**src/rtl/kgp_pkg.sv**
```systemverilog
// Shared KGP-RISC definitions: sequencer states, PC control codes and
// decoder instruction classes.
package kgp_pkg;

  typedef enum logic [2:0] {
    ST_IDLE   = 3'd0,
    ST_FETCH  = 3'd1,
    ST_DECODE = 3'd2,
    ST_EXEC   = 3'd3,
    ST_UPDATE = 3'd4,
    ST_HALT   = 3'd5,
    ST_TRAP   = 3'd6
  } state_e;

  localparam logic [3:0] PC_SEQ = 4'b0000;
  localparam logic [3:0] PC_REG = 4'b0001;
  localparam logic [3:0] PC_JMP = 4'b0010;

  localparam logic [2:0] CLS_SEQ   = 3'b000;
  localparam logic [2:0] CLS_JREG  = 3'b001;
  localparam logic [2:0] CLS_JIMM  = 3'b010;
  localparam logic [2:0] CLS_JCOND = 3'b011;
  localparam logic [2:0] CLS_HALT  = 3'b100;

  // Classes 101..111 have no defined behaviour.
  function automatic logic is_illegal(input logic [2:0] cls);
    is_illegal = cls[2] && (cls != CLS_HALT);
  endfunction

  function automatic logic [3:0] pc_code(input logic [2:0] cls, input logic taken);
    case (cls)
      CLS_JREG:  pc_code = PC_REG;
      CLS_JIMM:  pc_code = PC_JMP;
      CLS_JCOND: pc_code = taken ? PC_JMP : PC_SEQ;
      default:   pc_code = PC_SEQ;
    endcase
  endfunction

endpackage

```
**src/rtl/fetch_timeout_counter.sv**
```systemverilog
// Counts FETCH cycles without an imem ack; flags the cycle whose
// increment would reach MAX_WAIT.
module fetch_timeout_counter #(
  parameter int unsigned MAX_WAIT = 15
) (
  input  logic clk,
  input  logic rst,
  input  logic clr_i,
  input  logic en_i,
  output logic expired_c
);

  localparam int unsigned CW = 8;

  logic [CW-1:0] cnt_q;

  always_ff @(posedge clk or posedge rst) begin
    if (rst) begin
      cnt_q <= '0;
    end else if (clr_i) begin
      cnt_q <= '0;
    end else if (en_i) begin
      cnt_q <= cnt_q + CW'(1);
    end
  end

  assign expired_c = en_i && (cnt_q == CW'(MAX_WAIT - 1));

endmodule

```
**src/rtl/fetch_sequencer.sv**
```systemverilog
// KGP-RISC fetch/decode/execute/update sequencer; sole driver of the PC
// enable and PC control code. Every output is a flop.
module fetch_sequencer
  import kgp_pkg::*;
#(
  parameter int unsigned MAX_WAIT = 15,
  parameter int unsigned CNT_W    = 16
) (
  input  logic             clk,
  input  logic             rst,
  input  logic             stall,
  output logic             imem_req,
  input  logic             imem_ack,
  output logic             ir_load,
  input  logic [2:0]       instr_class,
  input  logic             branch_taken,
  input  logic             exec_done,
  output logic             pc_en,
  output logic [3:0]       pc_control,
  output logic             halted,
  output logic             trap,
  output logic [CNT_W-1:0] retired
);

  state_e           state_q, state_d;
  logic [2:0]       class_q;
  logic             imem_req_q, ir_load_q, pc_en_q, halted_q, trap_q;
  logic [3:0]       pc_control_q;
  logic [CNT_W-1:0] retired_q;
  logic             wait_clr_c, wait_en_c, wait_expired_c;

  assign wait_clr_c = (state_q != ST_FETCH);
  assign wait_en_c  = (state_q == ST_FETCH) && !imem_ack;

  fetch_timeout_counter #(.MAX_WAIT(MAX_WAIT)) u_timeout (
    .clk       (clk),
    .rst       (rst),
    .clr_i     (wait_clr_c),
    .en_i      (wait_en_c),
    .expired_c (wait_expired_c)
  );

  // Next-state decode; HALT and TRAP only leave through reset.
  always_comb begin
    state_d = state_q;
    case (state_q)
      ST_IDLE:   if (!stall) state_d = ST_FETCH;
      ST_FETCH: begin
        if (imem_ack)            state_d = ST_DECODE;
        else if (wait_expired_c) state_d = ST_TRAP;
      end
      ST_DECODE: begin
        if (instr_class == CLS_HALT)     state_d = ST_HALT;
        else if (is_illegal(instr_class)) state_d = ST_TRAP;
        else                             state_d = ST_EXEC;
      end
      ST_EXEC:   if (exec_done) state_d = ST_UPDATE;
      ST_UPDATE: state_d = ST_IDLE;
      default:   state_d = state_q;
    endcase
  end

  // Outputs are registered from the next state so they line up with it.
  always_ff @(posedge clk or posedge rst) begin
    if (rst) begin
      state_q      <= ST_IDLE;
      class_q      <= CLS_SEQ;
      imem_req_q   <= 1'b0;
      ir_load_q    <= 1'b0;
      pc_en_q      <= 1'b0;
      pc_control_q <= PC_SEQ;
      halted_q     <= 1'b0;
      trap_q       <= 1'b0;
      retired_q    <= '0;
    end else begin
      state_q      <= state_d;
      imem_req_q   <= (state_d == ST_FETCH);
      ir_load_q    <= (state_q == ST_FETCH) && imem_ack;
      pc_en_q      <= (state_d == ST_UPDATE);
      pc_control_q <= (state_d == ST_UPDATE) ? pc_code(class_q, branch_taken) : PC_SEQ;
      if (state_q == ST_DECODE) class_q <= instr_class;
      if (state_d == ST_UPDATE) retired_q <= retired_q + CNT_W'(1);
      if (state_d == ST_HALT)   halted_q <= 1'b1;
      if (state_d == ST_TRAP)   trap_q <= 1'b1;
    end
  end

  assign imem_req   = imem_req_q;
  assign ir_load    = ir_load_q;
  assign pc_en      = pc_en_q;
  assign pc_control = pc_control_q;
  assign halted     = halted_q;
  assign trap       = trap_q;
  assign retired    = retired_q;

endmodule

```
**config.mk**
```make
export PLATFORM = sky130hd
export DESIGN_NAME = fetch_sequencer
export DESIGN_NICKNAME = d
export VERILOG_FILES = /design/src/rtl/kgp_pkg.sv /design/src/rtl/fetch_timeout_counter.sv /design/src/rtl/fetch_sequencer.sv
export SDC_FILE = /design/constraint.sdc
export NUM_CORES = 1
export LEC_CHECK = 0
export CORE_MARGIN = 5
export CORE_UTILIZATION = 55
export CTS_BUF_LIST = sky130_fd_sc_hd__clkbuf_16
export DETAILED_ROUTE_END_ITERATION = 10
export MAX_ROUTING_LAYER = met4
export PLACE_DENSITY = 0.81
export SYNTH_ARGS = -nofsm -noshare
export SYNTH_HDL_FRONTEND = slang
export SYNTH_HIERARCHICAL = 1
export SYNTH_SLANG_ARGS = --single-unit
```
**constraint.sdc**
```tcl
create_clock -name clk -period 3.52 [get_ports clk]
set_clock_uncertainty 0.15 [all_clocks]
set_input_delay 0.528 -clock clk [delete_from_list [all_inputs] [get_ports clk]]
set_output_delay 0.528 -clock clk [all_outputs]
set_load 0.05 [all_outputs]
```
==> results.md, run 1 <==
- Result of the run: finished clean
- HPWL after detailed placement: ~2500 um
- Period minus WS final: 2.79 ns
- Register-to-register path setup slack: 0.73 ns
- Pins Over Slew Limit: 0
- Die area: between 0.004 and 0.005 mm2
- Total of hold buffers inserted after clock tree synthesis: 0
- Num CTS Buffers: 5
- Via count of the first global-routing pass: 1250
- Routability congestion estimate from global placement: 0.913
- Post-Syn Area: about 0.0017 mm2
- CP max stage delay: 0.53 ns
- Total placed instance area: 0.00207 mm2
- Post-CTS setup-driven buffer insertion count: 0
- Number of diodes added for antenna fixing: 0
- Number of gates resized after cts: 0
- Overflow after GRT: 0
- Antenna violations before repair: 0
- Crit path buf inv count: 0
- Cell row count: 20
- DRT antenna net count: 0
- Post-layout net count: about 210
- Critical Setup Path Class: reg2reg
- Iter 0 DRT Violations: 84
- Area of the multi-input gates: 731 um2
- Power density cells: between 600 and 700 mW/mm2
- Leading area contributor after synthesis: dfrtp_1
- Core Footprint: 0.00305 mm2
- Vias after detailed routing: 1287
- Post-route design area: 0.00224 mm2
- Max clock buf depth: 2
- Detailed-router iteration count before antenna repair: 4
- Maximum clock rate: approximately 360 MHz
- Critical path, cell by cell: nor2_1 > nand2_1 > nor2_1 > nand4_1 > nor2_1 > or2_2 > o31ai_1 > a211oi_1 > a31o_2
- Number of levels in the clock H-tree: 2
- Worst setup EP type: flop
- Max-cap check violation count: 0
- Library cell with the highest instance count after synthesis: dfrtp_1
- Setup repair after global routing missed its margin: no
- Total of warnings raised by yosys: 6
- Sequential fraction of the synthesis area: ~53%
- TritonCTS clock tree: built
- Family with the most delay on the worst path: simple AND/OR/NAND/NOR gates
- Critical Path Fanout Max: 10
- Hold Path Class: reg2reg
- Area growth from synthesis to layout: 28.3%
- Slowest cell on the critical path: nor2_1
- Flop and latch count out of synthesis: 37
- Cell types with the largest area share after synthesis: dfrtp_1, xnor2_1, xor2_1
- Count of clock tree sinks: 37
- Async S/R FF share, synth: 100%
- Count of distinct cell types in the synthesized netlist: 41
- Setup_tns: 0 ns
- Layout cell share with drive strength beyond 1: 10.7%
- Detailed-route DRC error count: 0
- Count of final hold-check violations: 0
- Port buffer count: 31
- Max-slew headroom: 29.0%
- Area share of the leading cell type in the synthesized netlist: 53.1%
- Element type at the critical path start: flop
- Most numerous cell types in the synthesized netlist: dfrtp_1, nand2_1, nor2_1
- Register area: ~930 um2
- CP Data Required Time: 3.59 ns
- Synth Area per Inst: 10.7 um2
- Global-route total usage across every layer: 19.1%
- Average wire per cell in the routed design: approximately 14 um
- Post-detailed-routing wire length: 3410 um
- Number of top-level pins: 34
- Number of flops mapped to enable cells by yosys: 0
- Setup violations, final: 0
- Data arrival time at the worst-slack endpoint: 2.86 ns
- Fill count: 229
- Gate count after technology mapping: around 160
- Via density: 5.34
- Clock transition at the registers of the reported paths: 0.05 ns
- Leakage power figure: 0.992 nW
- Global-route wire length before repair: roughly 6000 um
- Starting density of the core: a little under three fifths
- Horiz. Die Dim: 66.3 um
- Worst IR Drop VDD: around 0.00041 V
- Clock latency on the worst-skew pair: 0.28 ns
- Most used cell along the critical path: nor2_1
- Share of the core filled with cells: 73.2%
- Measured slew at the worst slew-check pin: between 1 and 1.5 ns
- Post-synth top flop: dfrtp_1
- Part of the cycle the worst path needs: 79.1%
- Maximum number of pins on one net before global-route repair: 30
- Cell at the root of the clock tree: clkbuf_16
- Vert. Die Dim: about 66 um
-- power by group --
part	total [mW]	internal (mW)	switching, mW
Combinational	0.436	0.159	0.277
Sequential	0.579	0.497	0.0823
Clock	0.494	0.331	0.163
-- worst register-to-register path, delay by kind of cell, from the launching register on --
family / cells / cell delay, ns
AOI/OAI and AO/OA: 3 / 0.73
DFF: 1 / 0.46
and+or+nand+nor: 6 / 1.39
-- metal layers --
| layer | vias to the layer above | routed length (um) | global-route usage (%) |
|---|---|---|---|
| met5 | - | 0 | - |
| met4 | 0 | 76 | 9.14 |
| met3 | 7 | 191 | 5.78 |
| met2 | 41 | 1710 | 29.0 |
| met1 | 616 | 1440 | 23.2 |
| li1 | 623 | - | - |
-- sequential cells by signal (all words and copies together) (netlist names) --
register and cells:
retired 16, u_timeout/cnt_q 8, class_q 3, state_q 3
pc_control 2, halted 1, imem_req 1, ir_load 1
pc_en 1, trap 1
-- cells in the final DEF, fill, tap and decap left out, types with 2 or more instances in the layout --
cell / n
xor2_1: 7
mux2_2: 2
nand3_1: 3
ha_1: 3
nand4_1: 9
or3_2: 2
and3_1: 3
clkbuf_16: 5
o31ai_1: 3
clkdlybuf4s50_1: 31
inv_1: 11
xnor2_1: 11
nor2_1: 12
a21oi_1: 6
or2_2: 2
a211oi_1: 2
nor3_1: 4
o21ai_0: 6
dfrtp_1: 37
nand2_1: 13
conb_1: 2
-- cell families after synthesis --
family | synth area share (%)
AND/OR/NAND/NOR | 20.2
flip-flops | 53.1
AO/OA/AOI/OAI | 7.83
XOR/XNOR | 9.98
buffers and inverters | 5.17
adder cells (fa/ha/maj) | 2.15
multiplexers | 1.29
other | 0.215
-- final timing paths --
check,start,end,cells after the start
max,state_q[2],trap,9
min,class_q[2],pc_control[1],1
max reg2reg,state_q[2],trap,9
min reg2reg,class_q[2],pc_control[1],1
max in group asynchronous,rst,state_q[0],2
min in group asynchronous,rst,u_timeout/cnt_q[5],2
-- final cells by class --
| cell class | count | area share (%) |
|---|---|---|
| inverter | 12 | 2.13 |
| tap | 44 | 2.46 |
| clock buffer | 5 | 5.60 |
| multi-input combinational | 109 | 32.7 |
| sequential | 37 | 41.4 |
| clock inverter | 3 | 1.85 |
| timing repair buffer | 31 | 13.9 |
-- metrics by stage --
step / power [mW] / setup WS [ns] / instances / hold slack [ns]
global placement: 1.00 / 0.866 / 233 / 0.290
finish: 1.51 / 0.734 / 241 / 0.304
floorplan: 0.904 / 1.52 / 164 / 0.194
global route: 1.60 / 0.472 / 241 / 0.352
detailed placement: 1.02 / 0.741 / 233 / 0.301
CTS: 1.52 / 0.778 / 241 / 0.307
(Power assumes the default switching activity.)
==> run 2: changes to the inputs <==
--- a/config.mk
+++ b/config.mk
@@ -6,11 +6,11 @@
 export NUM_CORES = 1
 export LEC_CHECK = 0
 export CORE_MARGIN = 5
-export CORE_UTILIZATION = 55
+export CORE_UTILIZATION = 51
 export CTS_BUF_LIST = sky130_fd_sc_hd__clkbuf_16
 export DETAILED_ROUTE_END_ITERATION = 10
 export MAX_ROUTING_LAYER = met4
-export PLACE_DENSITY = 0.81
+export PLACE_DENSITY = 0.76
 export SYNTH_ARGS = -nofsm -noshare
 export SYNTH_HDL_FRONTEND = slang
 export SYNTH_HIERARCHICAL = 1
==> constraint.sdc (replaced) <==
create_clock -name clk -period 2.6 [get_ports clk]
set_clock_uncertainty 0.15 [all_clocks]
set_input_delay 0.39 -clock clk [delete_from_list [all_inputs] [get_ports clk]]
set_output_delay 0.39 -clock clk [all_outputs]
set_load 0.05 [all_outputs]
==> results.md, run 2 (synthesis results as in run 1) <==
- Pins Over Slew Limit: 0 (unchanged)
- Number of gates resized after cts: 0 (unchanged)
- Die area: 0.00469 mm2 (+6.6%)
- Measured slew at the worst slew-check pin: 0.539 ns (-0.524 ns)
- Family with the most delay on the worst path: compound AO/OA/AOI/OAI gates
- Worst reg2reg path endpoint: trap
- Data arrival time at the worst-slack endpoint: 2.38 ns (-0.48 ns)
- Leakage power figure: 0.999 nW (+0.67%)
- Post-detailed-routing wire length: 3370 um (-1.1%)
- Layout Cells excl Fill: 246 (+2.1%)
- Worst Reg-to-Reg Cells: 9 (unchanged)
- Detailed-router iteration count before antenna repair: 4 (unchanged)
- Average wire per cell in the routed design: 13.7 um (-3.2%)
- CP Data Required Time: 2.67 ns (-0.92 ns)
- Cell at the root of the clock tree: clkbuf_16
- Worst setup EP type: flop
- Global-route wire length before repair: 5940 um (-1.1%)
- Max-slew headroom: 63.9% (+35 points)
- Post-layout net count: 211 (+1.4%)
- Layout cell share with drive strength beyond 1: 12.5% (+1.8 points)
- CP max stage delay: 0.45 ns (-0.08 ns)
- Clock transition at the registers of the reported paths: 0.06 ns (about the same)
- Minimum setup slack in the final design: 0.288 ns (-0.446 ns)
- Antenna violations before repair: 0 (unchanged)
- Critical Setup Path Class: reg2reg
- Iter 0 DRT Violations: 113 (+35%)
- Maximum number of pins on one net before global-route repair: 30 (unchanged)
- Max-cap check violation count: 0 (unchanged)
- Core Footprint: 0.00331 mm2 (+8.4%)
- Total power: 1.97 mW (+31%)
- Part of the cycle the worst path needs: 88.9% (+9.8 points)
- Place WS: 0.269 ns (-0.472 ns)
- Post-CTS setup-driven buffer insertion count: 0 (unchanged)
- Launch instance of the worst register-to-register path: u_timeout/cnt_q[0]
- Register-to-register path setup slack: 0.29 ns (-0.45 ns)
- Crit path buf inv count: 1 (+1)
- Overflow after GRT: 0 (unchanged)
- TritonCTS clock tree: built
- Element type at the critical path start: flop
- Routability congestion estimate from global placement: 0.927 (+1.6%)
- Horiz. Die Dim: 68.5 um (+3.3%)
- Critical Path Fanout Max: 5 (-5)
- Num CTS Buffers: 5 (unchanged)
- Total of hold buffers inserted after clock tree synthesis: 0 (unchanged)
- Number of diodes added for antenna fixing: 0 (unchanged)
- Global-route total usage across every layer: 18.1% (-0.98 points)
- Count of final hold-check violations: 0 (unchanged)
- Number of flip-flops in the largest register: 16 (unchanged)
- Commonest cells after routing, fill and taps aside: dfrtp_1, clkdlybuf4s50_1, nand2_1
- Count of clock tree sinks: 37 (unchanged)
- Number of top-level pins: 34 (unchanged)
- Post-route design area: 0.00224 mm2 (about the same)
- DRT antenna net count: 0 (unchanged)
- Via count of the first global-routing pass: 1285 (+2.8%)
- Detailed-route DRC error count: 0 (unchanged)
- HPWL after detailed placement: 2540 um (+1.7%)
- Most frequent standard cell in the layout excluding fill and tap cells: dfrtp_1
- Power density cells: 882 mW/mm2 (+31%)
- Result of the run: finished clean
- Share of the core filled with cells: 67.6% (-5.7 points)
- Via density: 5.24 (-1.9%)
- Setup_tns: 0 ns (unchanged)
- Vert. Die Dim: 68.5 um (+3.3%)
- Total placed instance area: 0.00209 mm2 (+1.2%)
- Period minus WS final: 2.31 ns (-0.474 ns)
- Number of levels in the clock H-tree: 2 (unchanged)
- Critical path, cell by cell: inv_1 > ha_1 > nor4b_1 > nand4_1 > nor2_1 > or2_2 > o31ai_1 > a211oi_1 > a31o_2
- Post-Route Hold Slack: 0.236 ns (-0.0678 ns)
- Setup violations, final: 0 (unchanged)
- Worst IR Drop VDD: 0.000631 V (+55%)
- Fill count: 279 (+22%)
- Maximum clock rate: 432 MHz (+20%)
- Slowest cell on the critical path: a211oi_1
- Max clock buf depth: 2 (unchanged)
- Clock latency on the worst-skew pair: 0.28 ns (about the same)
- Port buffer count: 31 (unchanged)
- Cell row count: 21 (+5.0%)
- Cell count after placement: 238 (+2.1%)
- Hold Path Class: in2async
- Area growth from synthesis to layout: 28.4% (about the same)
- Starting density of the core: 52.6% (-4.4 points)
- Vias after detailed routing: 1289 (+0.16%)
- Setup repair after global routing missed its margin: no
[run 2: cell count changes in the layout (fill, tap and decap cells not counted)]
cell	previous run	this run
clkinv_1	1	0
clkinv_2	0	2
buf_4	0	3
bufinv_16	1	0
[run 2: how the worst max path moves through the flow]
| stage | start | endpoint | slack (ns) | depth (start not counted) |
|---|---|---|---|---|
| 2_1_floorplan | state_q[2] | trap | 0.60 | 10 |
| 3_3_place_gp | imem_ack | trap | 0.37 | 8 |
| 3_5_place_dp | imem_ack | trap | 0.27 | 8 |
| 4_1_cts | u_timeout/cnt_q[0] | trap | 0.32 | 9 |
| 5_1_grt | u_timeout/cnt_q[0] | halted | 0.12 | 9 |
| 6_report | u_timeout/cnt_q[0] | trap | 0.29 | 9 |
[run 2: routing by layer]
metal	vias up	routed length, um	track usage [%]
li1	626	-	-
met1	621	1450	20.8
met2	37	1700	29.1
met3	5	167	4.93
met4	0	61	8.93
met5	-	0	-
[run 2: cell type report]
type	count	area, um2	share of cell area [%]
Clock buffer	5	125	5.59
Sequential cell	37	926	41.4
Multi-Input combinational cell	109	731	32.7
Clock inverter	3	17.5	0.783
Tap cell	46	57.6	2.57
Inverter	12	47.5	2.13
Timing Repair Buffer	34	333	14.9
[run 2: power by group]
group / leakage (nW) / total (mW) / internal, mW / switching [mW]
Sequential: 0.480 / 0.788 / 0.672 / 0.115
Clock: 0.0696 / 0.579 / 0.351 / 0.228
Combinational: 0.450 / 0.607 / 0.230 / 0.378
==> run 3: changes to the inputs <==
--- a/config.mk
+++ b/config.mk
@@ -5,6 +5,7 @@
 export SDC_FILE = /design/constraint.sdc
 export NUM_CORES = 1
 export LEC_CHECK = 0
+export ABC_CLOCK_PERIOD_IN_PS = 2600
 export CORE_MARGIN = 5
 export CORE_UTILIZATION = 51
 export CTS_BUF_LIST = sky130_fd_sc_hd__clkbuf_16
==> results of run 3 <==
No change in the layout: final DEF, timing and power equal those of run 2.
